## src/rtl/cnna_axi_pkg.sv

```systemverilog
// Shared AXI constants, FSM state encoding and a log2 helper for the
// AXI-to-RAM read engines.
package cnna_axi_pkg;

  localparam logic [1:0] AXI_BURST_INCR  = 2'b01;
  localparam logic [1:0] AXI_RESP_OKAY   = 2'b00;
  localparam logic [1:0] AXI_RESP_EXOKAY = 2'b01;
  localparam logic [1:0] AXI_RESP_SLVERR = 2'b10;
  localparam logic [1:0] AXI_RESP_DECERR = 2'b11;

  // Error code reported when rlast disagrees with the counted beat.
  localparam logic [1:0] ERR_CODE_RLAST  = 2'b11;

  typedef enum logic [1:0] {
    ST_IDLE = 2'd0,
    ST_AR   = 2'd1,
    ST_R    = 2'd2,
    ST_DONE = 2'd3
  } state_t;

  function automatic int unsigned clog2(input int unsigned v);
    int unsigned r;
    r = 0;
    for (int i = 0; i < 32; i++) begin
      if ((32'd1 << i) < v) r = i + 1;
    end
    return r;
  endfunction

endpackage

```

## src/rtl/axi2ram_burst_gen.sv

```systemverilog
// Burst address generator: tracks the current DDR address and beats still to
// request, and presents araddr/arlen for the next INCR burst.
module axi2ram_burst_gen
  import cnna_axi_pkg::*;
#(
  parameter int ADDR_W    = 32,
  parameter int LEN_W     = 11,
  parameter int MAX_BURST = 16,
  parameter int BYTES     = 16
) (
  input  logic              clk,
  input  logic              rst_n,
  input  logic              load,
  input  logic [ADDR_W-1:0] base_addr,
  input  logic [LEN_W-1:0]  len,
  input  logic              burst_done,
  output logic [ADDR_W-1:0] araddr,
  output logic [7:0]        arlen,
  output logic              last_burst
);

  localparam int          BEAT_W = 9;
  localparam int          BSHIFT = clog2(BYTES);
  localparam logic [31:0] MAX_U  = MAX_BURST;

  logic [ADDR_W-1:0] cur_reg;
  logic [LEN_W-1:0]  rem_reg;
  logic [BEAT_W-1:0] beats;

  always_comb begin
    beats = BEAT_W'(rem_reg);
    if (32'(rem_reg) >= MAX_U) beats = BEAT_W'(MAX_BURST);
  end

  assign araddr     = cur_reg;
  assign arlen      = 8'(beats - 9'd1);
  assign last_burst = (32'(rem_reg) <= MAX_U);

  always_ff @(posedge clk or negedge rst_n) begin
    if (!rst_n) begin
      cur_reg <= '0;
      rem_reg <= '0;
    end else if (load) begin
      cur_reg <= base_addr;
      rem_reg <= len;
    end else if (burst_done) begin
      cur_reg <= cur_reg + (ADDR_W'(beats) << BSHIFT);
      rem_reg <= rem_reg - LEN_W'(beats);
    end
  end

endmodule

```

## src/rtl/axibus2rambus_mb.sv

```systemverilog
// Multi-burst AXI4 read engine copying I_len beats from DDR into a buffer RAM.
// Optional response checking (O_err/O_err_code) is enabled by AXI2RAM_RESP_CHK_EN.
module axibus2rambus_mb
  import cnna_axi_pkg::*;
#(
  parameter int C_M_AXI_ID_WIDTH   = 1,
  parameter int C_M_AXI_ADDR_WIDTH = 32,
  parameter int C_M_AXI_DATA_WIDTH = 128,
  parameter int C_RAM_ADDR_WIDTH   = 10,
  parameter int C_MAX_BURST        = 16
) (
  input  logic                          I_clk,
  input  logic                          I_rst_n,
  input  logic                          I_ap_start,
  output logic                          O_ap_done,
  output logic                          O_ap_idle,
  output logic                          O_ap_ready,
  input  logic [C_M_AXI_ADDR_WIDTH-1:0] I_base_addr,
  input  logic [C_RAM_ADDR_WIDTH-1:0]   I_ram_base,
  input  logic [C_RAM_ADDR_WIDTH:0]     I_len,
  output logic [C_RAM_ADDR_WIDTH-1:0]   O_waddr,
  output logic [C_M_AXI_DATA_WIDTH-1:0] O_wdata,
  output logic                          O_wr,
  output logic [C_M_AXI_ADDR_WIDTH-1:0] O_maxi_araddr,
  output logic [7:0]                    O_maxi_arlen,
  output logic [2:0]                    O_maxi_arsize,
  output logic [1:0]                    O_maxi_arburst,
  output logic [C_M_AXI_ID_WIDTH-1:0]   O_maxi_arid,
  output logic                          O_maxi_arvalid,
  input  logic                          I_maxi_arready,
  input  logic [C_M_AXI_DATA_WIDTH-1:0] I_maxi_rdata,
  input  logic [C_M_AXI_ID_WIDTH-1:0]   I_maxi_rid,
  input  logic [1:0]                    I_maxi_rresp,
  input  logic                          I_maxi_rlast,
  input  logic                          I_maxi_rvalid,
  output logic                          O_maxi_rready
`ifdef AXI2RAM_RESP_CHK_EN
  ,
  output logic                          O_err,
  output logic [1:0]                    O_err_code
`endif
);

  localparam int BYTES = C_M_AXI_DATA_WIDTH / 8;
  localparam int LEN_W = C_RAM_ADDR_WIDTH + 1;

  state_t state_reg, state_next;

  logic [C_M_AXI_ADDR_WIDTH-1:0] cur_araddr;
  logic [7:0]                    cur_arlen;
  logic                          last_burst;
  logic [7:0]                    beat_cnt_reg;
  logic [C_RAM_ADDR_WIDTH-1:0]   ram_ptr_reg;
  logic                          wr_reg;
  logic [C_RAM_ADDR_WIDTH-1:0]   waddr_reg;
  logic [C_M_AXI_DATA_WIDTH-1:0] wdata_reg;
  logic                          start_job;
  logic                          beat_hs;
  logic                          beat_last;

  assign start_job = (state_reg == ST_IDLE) && I_ap_start;
  assign beat_hs   = (state_reg == ST_R) && I_maxi_rvalid;
  // Burst end comes from our own beat count; rlast is only cross-checked.
  assign beat_last = beat_hs && (beat_cnt_reg == cur_arlen);

  axi2ram_burst_gen #(
    .ADDR_W    (C_M_AXI_ADDR_WIDTH),
    .LEN_W     (LEN_W),
    .MAX_BURST (C_MAX_BURST),
    .BYTES     (BYTES)
  ) u_burst_gen (
    .clk        (I_clk),
    .rst_n      (I_rst_n),
    .load       (start_job),
    .base_addr  (I_base_addr),
    .len        (I_len),
    .burst_done (beat_last),
    .araddr     (cur_araddr),
    .arlen      (cur_arlen),
    .last_burst (last_burst)
  );

  always_ff @(posedge I_clk or negedge I_rst_n) begin
    if (!I_rst_n) state_reg <= ST_IDLE;
    else          state_reg <= state_next;
  end

  always_comb begin
    state_next     = state_reg;
    O_maxi_arvalid = 1'b0;
    O_maxi_rready  = 1'b0;
    O_ap_done      = 1'b0;
    O_ap_ready     = 1'b0;
    O_ap_idle      = 1'b0;
    case (state_reg)
      ST_IDLE: begin
        O_ap_idle = 1'b1;
        if (I_ap_start) state_next = (I_len == '0) ? ST_DONE : ST_AR;
      end
      ST_AR: begin
        O_maxi_arvalid = 1'b1;
        if (I_maxi_arready) state_next = ST_R;
      end
      ST_R: begin
        O_maxi_rready = 1'b1;
        if (beat_last) state_next = last_burst ? ST_DONE : ST_AR;
      end
      ST_DONE: begin
        O_ap_done  = 1'b1;
        O_ap_ready = 1'b1;
        state_next = ST_IDLE;
      end
      default: state_next = ST_IDLE;
    endcase
  end

  assign O_maxi_araddr  = O_maxi_arvalid ? cur_araddr : '0;
  assign O_maxi_arlen   = O_maxi_arvalid ? cur_arlen : 8'd0;
  assign O_maxi_arsize  = 3'(clog2(BYTES));
  assign O_maxi_arburst = AXI_BURST_INCR;
  assign O_maxi_arid    = '0;

  always_ff @(posedge I_clk or negedge I_rst_n) begin
    if (!I_rst_n) begin
      beat_cnt_reg <= 8'd0;
      ram_ptr_reg  <= '0;
    end else begin
      if (state_reg == ST_AR && I_maxi_arready) beat_cnt_reg <= 8'd0;
      else if (beat_hs)                         beat_cnt_reg <= beat_cnt_reg + 8'd1;
      // ram_ptr wraps naturally at the RAM size.
      if (start_job)    ram_ptr_reg <= I_ram_base;
      else if (beat_hs) ram_ptr_reg <= ram_ptr_reg + 1'b1;
    end
  end

  always_ff @(posedge I_clk or negedge I_rst_n) begin
    if (!I_rst_n) begin
      wr_reg    <= 1'b0;
      waddr_reg <= '0;
      wdata_reg <= '0;
    end else begin
      wr_reg <= beat_hs;
      if (beat_hs) begin
        waddr_reg <= ram_ptr_reg;
        wdata_reg <= I_maxi_rdata;
      end
    end
  end

  assign O_wr    = wr_reg;
  assign O_waddr = waddr_reg;
  assign O_wdata = wdata_reg;

`ifdef AXI2RAM_RESP_CHK_EN
  logic       err_reg;
  logic [1:0] err_code_reg;

  always_ff @(posedge I_clk or negedge I_rst_n) begin
    if (!I_rst_n) begin
      err_reg      <= 1'b0;
      err_code_reg <= 2'b00;
    end else if (start_job) begin
      err_reg      <= 1'b0;
      err_code_reg <= 2'b00;
    end else if (beat_hs) begin
      if (I_maxi_rlast != beat_last) begin
        err_reg      <= 1'b1;
        err_code_reg <= ERR_CODE_RLAST;
      end else if (I_maxi_rresp != AXI_RESP_OKAY) begin
        err_reg      <= 1'b1;
        err_code_reg <= I_maxi_rresp;
      end
    end
  end

  assign O_err      = err_reg;
  assign O_err_code = err_code_reg;

  logic unused_sink;
  assign unused_sink = ^I_maxi_rid;
`else
  logic unused_sink;
  assign unused_sink = ^{I_maxi_rid, I_maxi_rresp, I_maxi_rlast};
`endif

endmodule
```

## config.mk

```make
export PLATFORM = sky130hd
export DESIGN_NAME = axibus2rambus_mb
export DESIGN_NICKNAME = d
export VERILOG_FILES = /design/src/rtl/cnna_axi_pkg.sv /design/src/rtl/axi2ram_burst_gen.sv /design/src/rtl/axibus2rambus_mb.sv
export SDC_FILE = /design/constraint.sdc
export NUM_CORES = 1
export LEC_CHECK = 0
export CORE_MARGIN = 2
export CORE_UTILIZATION = 45
export DETAILED_ROUTE_END_ITERATION = 10
export GPL_TIMING_DRIVEN = 0
export PLACE_DENSITY = 0.8
export SLEW_MARGIN = 10
export SYNTH_ARGS = -nofsm -noshare
export SYNTH_HDL_FRONTEND = slang
export SYNTH_SLANG_ARGS = --single-unit
```

## constraint.sdc

```tcl
create_clock -name I_clk -period 6.81 [get_ports I_clk]
set_input_delay 1.0215 -clock I_clk [delete_from_list [all_inputs] [get_ports I_clk]]
set_output_delay 1.0215 -clock I_clk [all_outputs]
set_load 0.01 [all_outputs]
```

* Word-level counts from Yosys, hierarchy flattened
Cells that the tools add are included.
** Storage, ports and cells
- Register bits after elaboration :: 202
- Output and inout bits :: 190
- Memory bits (writable) :: 0
- Memory bits (read-only) :: 0
- Word-level logic and storage cells :: 53
- Memories :: 0
- Bits in latches :: 0
- Input bits :: 190
** Operators by class
- Equality and inequality tests :: 7
- Reduce and logical (&&, ||, !) cells :: 10
- Multipliers :: 0
- Bitwise logic cells :: 0
- Add/subtract/negate cells :: 5
- Shift-type cells :: 0
- Multiplexer cells :: 21
- Divide/modulo/power cells :: 0
- Order comparisons :: 2
** Operator list (number)
- 32-bit two-way mux :: 3
- 32-bit by 13-bit adder with 32-bit output :: 1
- 8-bit two-way mux :: 3
- 11-bit two-way mux :: 2
- 10-bit two-way mux :: 2
- 11-bit by 5-bit >= comparator with 1-bit output, second input constant :: 1
- 11-bit by 5-bit <= comparator with 1-bit output, second input constant :: 1
- 11-bit logical NOT :: 1
- 11-bit by 9-bit subtractor with 11-bit output :: 1
- 10-bit by 1-bit adder with 10-bit output, second input constant :: 1
- 2-bit two-way mux :: 5
- 9-bit two-way mux :: 1
- 8-bit by 1-bit adder with 8-bit output, second input constant :: 1
- 8-bit == test :: 1
- 2-bit case mux with 4 select lines :: 1
- 8-bit by 1-bit subtractor with 8-bit output, second input constant :: 1
- 2-bit != test, second input constant :: 3
- 2-bit nonzero test :: 3
- 2-bit == test, second input constant :: 2
- 1-bit logical AND :: 4
- 1-bit two-way mux :: 4
- 3-bit AND reduction :: 1
- 2-bit by 1-bit == test with 1-bit output, second input constant :: 1
- 2-bit logical NOT :: 1

* Longest topological paths before layout
- Word-level depth :: 7
- Mapped depth :: 18
- Depth with buffers taken out :: 14

* By module
Synthesis repeated with hierarchy kept, for this count alone.
** Unflattened totals
- Cell total of the unflattened synthesis :: 1085
- Area, all modules :: 9608.0 µm²
** Modules (own cells, without submodules)
- axibus2rambus_mb :: seq. area each 3978.8 µm², area an instance 6740.2 µm², instances 1, cells an instance 765
- axi2ram_burst_gen :: seq. area each 1076.0 µm², area an instance 2867.8 µm², instances 1, cells an instance 320

* Least setup slack after synthesis
No wires, ideal clock.
- Path type :: register to register
- Start point :: reg u_burst_gen.rem_reg[9]
- End point :: reg u_burst_gen.cur_reg[23] (netlist: u_burst_gen.araddr[23])
- Cell stages (with the launch flop) :: 16
- Arrival time :: 3.892 ns
- Required time :: 6.741 ns
- Clock period less this slack :: 3.961 ns
- Buffers on the path :: 4
- Slack :: 2.849 ns
- Setup time :: 0.069 ns
- Cell sequence :: dfrtp_1 or4_4 nor2_2 clkbuf_1 nand2_1 ha_1 clkbuf_1 xor2_1 a21o_1 a211oi_1 or3_1 buf_2 or4b_1 buf_2 or4b_1 nand3_1
** On the way
- Word-level cells in the longest chain between the ends :: 6
- Elaborated cells on any way between the ends :: 9
- Classes of those cells :: add/sub (2); order compare (1); eq/ne (1); mux (3); reduce/logical (2)
** Ends and longest elaborated chain
- from (decl) :: RTL line axi2ram_burst_gen.sv:27 : logic [LEN_W-1:0] rem_reg;
- from (signal assigned) :: RTL line axi2ram_burst_gen.sv:45 : rem_reg <= len;
- from (signal assigned) :: RTL line axi2ram_burst_gen.sv:48 : rem_reg <= rem_reg - LEN_W'(beats);
- 11-bit by 5-bit >= comparator with 1-bit output (*) :: RTL line axi2ram_burst_gen.sv:32 : if (32'(rem_reg) >= MAX_U) beats = BEAT_W'(MAX_BURST);
- 9-bit two-way mux (*) :: RTL line axi2ram_burst_gen.sv:32
- branches (longest 4 deep; another with 32-bit by 13-bit adder with 32-bit output)
- to (signal assigned) :: RTL line axi2ram_burst_gen.sv:44 : cur_reg <= base_addr;
- to (signal assigned) :: RTL line axi2ram_burst_gen.sv:47 : cur_reg <= cur_reg + (ADDR_W'(beats) << BSHIFT);
- to (decl) :: RTL line axi2ram_burst_gen.sv:26 : logic [ADDR_W-1:0] cur_reg;
Mark *: on every way between the ends. The select of a mux whose other input is x is not followed.
A chain may end at the register's enable or synchronous reset.

* Worst setup path in the final report
- Start point :: reg u_burst_gen.rem_reg[9]
- End point :: reg u_burst_gen.rem_reg[1]
** On the way
- Word-level cells in the longest chain between the ends :: 6
- Elaborated cells on any way between the ends :: 9
- Classes of those cells :: add/sub (2); order compare (1); eq/ne (1); mux (3); reduce/logical (2)
** Ends and longest elaborated chain
- 11-bit by 5-bit >= comparator with 1-bit output (*) :: RTL line axi2ram_burst_gen.sv:32
- 9-bit two-way mux (*) :: RTL line axi2ram_burst_gen.sv:32
- 8-bit by 1-bit subtractor with 8-bit output :: RTL line axi2ram_burst_gen.sv:36 : assign arlen = 8'(beats - 9'd1);
- 8-bit == test :: RTL line axibus2rambus_mb.sv:64 : assign beat_last = beat_hs && (beat_cnt_reg == cur_arlen);
- 1-bit logical AND :: RTL line axibus2rambus_mb.sv:64
- 2-bit nonzero test (no source line)
Every way passes the cells marked *; elsewhere a longest branch is shown, timed or not. The select of a mux whose other input is x is not followed.

==> summary.txt <==
Run status
  • Status: completed

Timing
  • Total negative slack: 0 ps
  • Final WS setup: around 1800 ps
  • Final Hold Fails: 0
  • Minimum clock period: 5032 ps
  • Tcrit/Tclk final: 73.88%
  • RSZ-0062 raised after global routing: no
  • Relative slew margins: 47.36%
  • Max frequency: 0.1987 GHz
  • Skew final: roughly 18 ps
  • Final setup fails: 0
  • Max Slew Vio Count: 0
  • Slew @ Worst Pin: 789.6 ps
  • Smallest hold slack: 468.4 ps

Job
  • Max cap viols: 0

Global route
  • Vias in the first global route: ~9000
  • Initial antenna violation count: 1
  • GRT overflow: 0
  • Pin count of the biggest net entering global routing: 109
  • First-pass GRT wire length: 48.14 mm
  • Gr usage total: 27.20%

Clocking
  • CTS tree: yes
  • Post-CTS setup buffers: 0
  • Post-cts hold buffer count: 0
  • H-tree depth: 1
  • Clock slew at reported path FFs: 60 ps
  • Resize count post-CTS: 0
  • Root buf cell: clkbuf_16
  • Worst skew pair latency: 530 ps
  • Clock Path Buffers: 3
  • TritonCTS Buffers: 23
  • Num Clock Sinks: 202

Floorplanning
  • Ports: 380
  • Die height: 149.8 um
  • Core region area: between 20000 and 25000 um2
  • Total die area: approximately 22000 um2
  • Starting Density: a little under half
  • Die X: about 150 um
  • FP Rows: 53

Final layout
  • Area Growth Syn to Fin: 51.84%
  • Most common cell after layout, fill and taps aside: nand2_1
  • Largest register FFs: 128
  • Share of post-route cells with drive strength above 1: 3.979%
  • Commonest non-fill, non-tap cells in the layout: nand2_1, clkdlybuf4s50_1, dfrtp_1
  • Final nets: 1745
  • Layout Cells excl Fill: 1834

Critical path
  • Crit path max-delay family: buffers and inverters
  • CP Buf/Inv Count: 6
  • Crit path kind: reg -> reg
  • Worst reg2reg path endpoint: u_burst_gen.rem_reg[1]$_DFFE_PN0P_
  • CP max stage cell: or4_4
  • Internal reg-to-reg setup slack: 1780 ps
  • Critical Path Source Type: flop
  • Req. time, crit path: 7260 ps
  • CP max stage delay: around 600 ps
  • Critical path peak fanout: 10
  • WP depth: 17
  • Crit path top cell by count: clkbuf_1
  • CP arrival: 5480 ps
  • Critical Path Sink Type: flop
  • Worst setup path end: u_burst_gen.rem_reg[1]$_DFFE_PN0P_
  • RR Startpoint: u_burst_gen.rem_reg[9]$_DFFE_PN0P_
  • CP Cell Sequence: or4_4, nor2_2, clkbuf_1, nand2_1, ha_1, clkbuf_1, xor2_1, a21o_1, a211oi_1, or3_1, buf_2, or2_1, clkbuf_1, clkbuf_1, clkbuf_1, o22ai_1, nor2_1
  • Critical Path Start: u_burst_gen.rem_reg[9]$_DFFE_PN0P_
  • R2R depth: 17

Power and ir drop
  • Final Power: 6.394 mW
  • Pleak: 6.644 nW
  • Maximum ir drop on the vdd rail: roughly 0.00026 V
  • PD cells: approximately 440 nW/um2

Route
  • WL per Instance: 17.12 um
  • Initial detailed-routing violation count: between 500 and 600
  • DRT antenna net count: 0
  • Residual DRC: 0
  • Vias: about 9400
  • Total routed wirelength: 31.41 mm
  • Pre-Repair DR Iteration Count: 6
  • Vias per cell: 5.144

Synthesis
  • Top FF cell, synth: dfrtp_1
  • Syn Std Cell Area: 9563 um2
  • Synth Register Bits: about 200
  • Netlist cell types: 61
  • Asr flop ratio synth: 100.0%
  • Post-synthesis area per instance: around 8.4 um2
  • Sequential share of the synthesized area: between 50% and 60%
  • Synth Warn #: 0
  • Cells after Synth: about 1100
  • Post-synth EDFFs: 0

Place
  • Placed insts: ~1800
  • Setup slack at placement: 1928 ps
  • Port Buffers: around 370
  • GP Congestion: 0.8834
  • DP Wirelength: 22.91 mm

Worst hold path
  • HP Start: u_burst_gen.araddr[0]$_DFFE_PN0P_
  • Worst min-delay path category: reg -> reg
## power breakdown
| group | leakage [nW] | internal [mW] | switching [mW] |
|---|---|---|---|
| Clock | 0.422 | 0.858 | 0.533 |
| Combinational | 3.72 | 1.41 | 1.46 |
| Sequential | 2.50 | 1.74 | 0.385 |
## cells in the mapped netlist (all sizes together), types with 5 or more instances
cell type / count / area share (%)
buf: 14 / 0.86
a31oi: 16 / 1.0
o211ai: 7 / 0.55
a221o: 5 / 0.52
nand2: 473 / 19
nand3: 28 / 1.5
nand4: 11 / 0.72
inv: 18 / 0.71
or4: 14 / 1.2
dfrtp: 202 / 53
xnor2: 15 / 1.4
o22ai: 10 / 0.65
nor2: 74 / 2.9
ha: 13 / 1.7
or3: 8 / 0.52
xor2: 8 / 0.73
clkbuf: 59 / 2.3
and2: 33 / 2.2
and3: 9 / 0.59
o31ai: 9 / 0.71
a21oi: 17 / 0.89
nor3: 12 / 0.80
nor4: 6 / 0.46
o21a: 5 / 0.39
o21ai: 24 / 1.3
## worst min path at each step
stage                                         to  slack, ps  depth (start not counted)
2_1_floorplan  u_burst_gen.araddr[0]$_DFFE_PN0P_        440                          2
3_3_place_gp   u_burst_gen.araddr[1]$_DFFE_PN0P_        450                          2
3_5_place_dp   u_burst_gen.araddr[0]$_DFFE_PN0P_        460                          2
4_1_cts        u_burst_gen.araddr[0]$_DFFE_PN0P_        470                          2
5_1_grt                 O_wdata[126]$_DFFE_PN0P_        490                          2
6_report       u_burst_gen.araddr[0]$_DFFE_PN0P_        470                          2
## routing by layer
layer	GRT usage, %	wire [um]	share of wire, %
met1	34.39	12510	40
met2	45.85	15200	48
met3	6.799	2707	8.6
met4	8.962	989	3.1
met5	0	0	0
## worst reg2reg max path: cells and delay by family (launching register included)
kind | cells | cell delay, ps
simple gates | 6 | 1390
xor+xnor | 1 | 180
buf+inv | 6 | 2050
compound gates | 3 | 690
fa+ha+maj | 1 | 230
flops | 1 | 430
## metrics by stage
stage / utilization, % / instance area [um2]
after floorplan: - / 9597
after global placement: 65.06 / 13630
after detailed placement: 65.22 / 13670
after CTS: 69.28 / 14520
after global routing: 69.29 / 14520
final: 69.29 / 14520
## layout make-up
type	instances	area, um2
well taps	275	344.1
flip-flops and latches	202	5055
clock buffers	28	634.4
clock inverters	14	216.5
plain buffers	73	304.0
fillers	1649	6435
inverters	19	71.32
diodes	1	2.502
multi-input cells	852	4167
repair buffers	370	3726
## kinds of logic (layout without fill, tap and decap cells)
family,count (synthesis),after routing,synth area share (%)
AO/OA/AOI/OAI,120,120,8.413
XOR/XNOR,23,23,2.107
adder cells (fa/ha/maj),14,14,1.910
buffers and inverters,92,504,3.925
flip-flops,202,202,52.86
multiplexers,2,2,0.2094
other,2,12,0.07853
AND/OR/NAND/NOR,682,682,30.50
No activity file was read; power rests on OpenSTA's default activity.
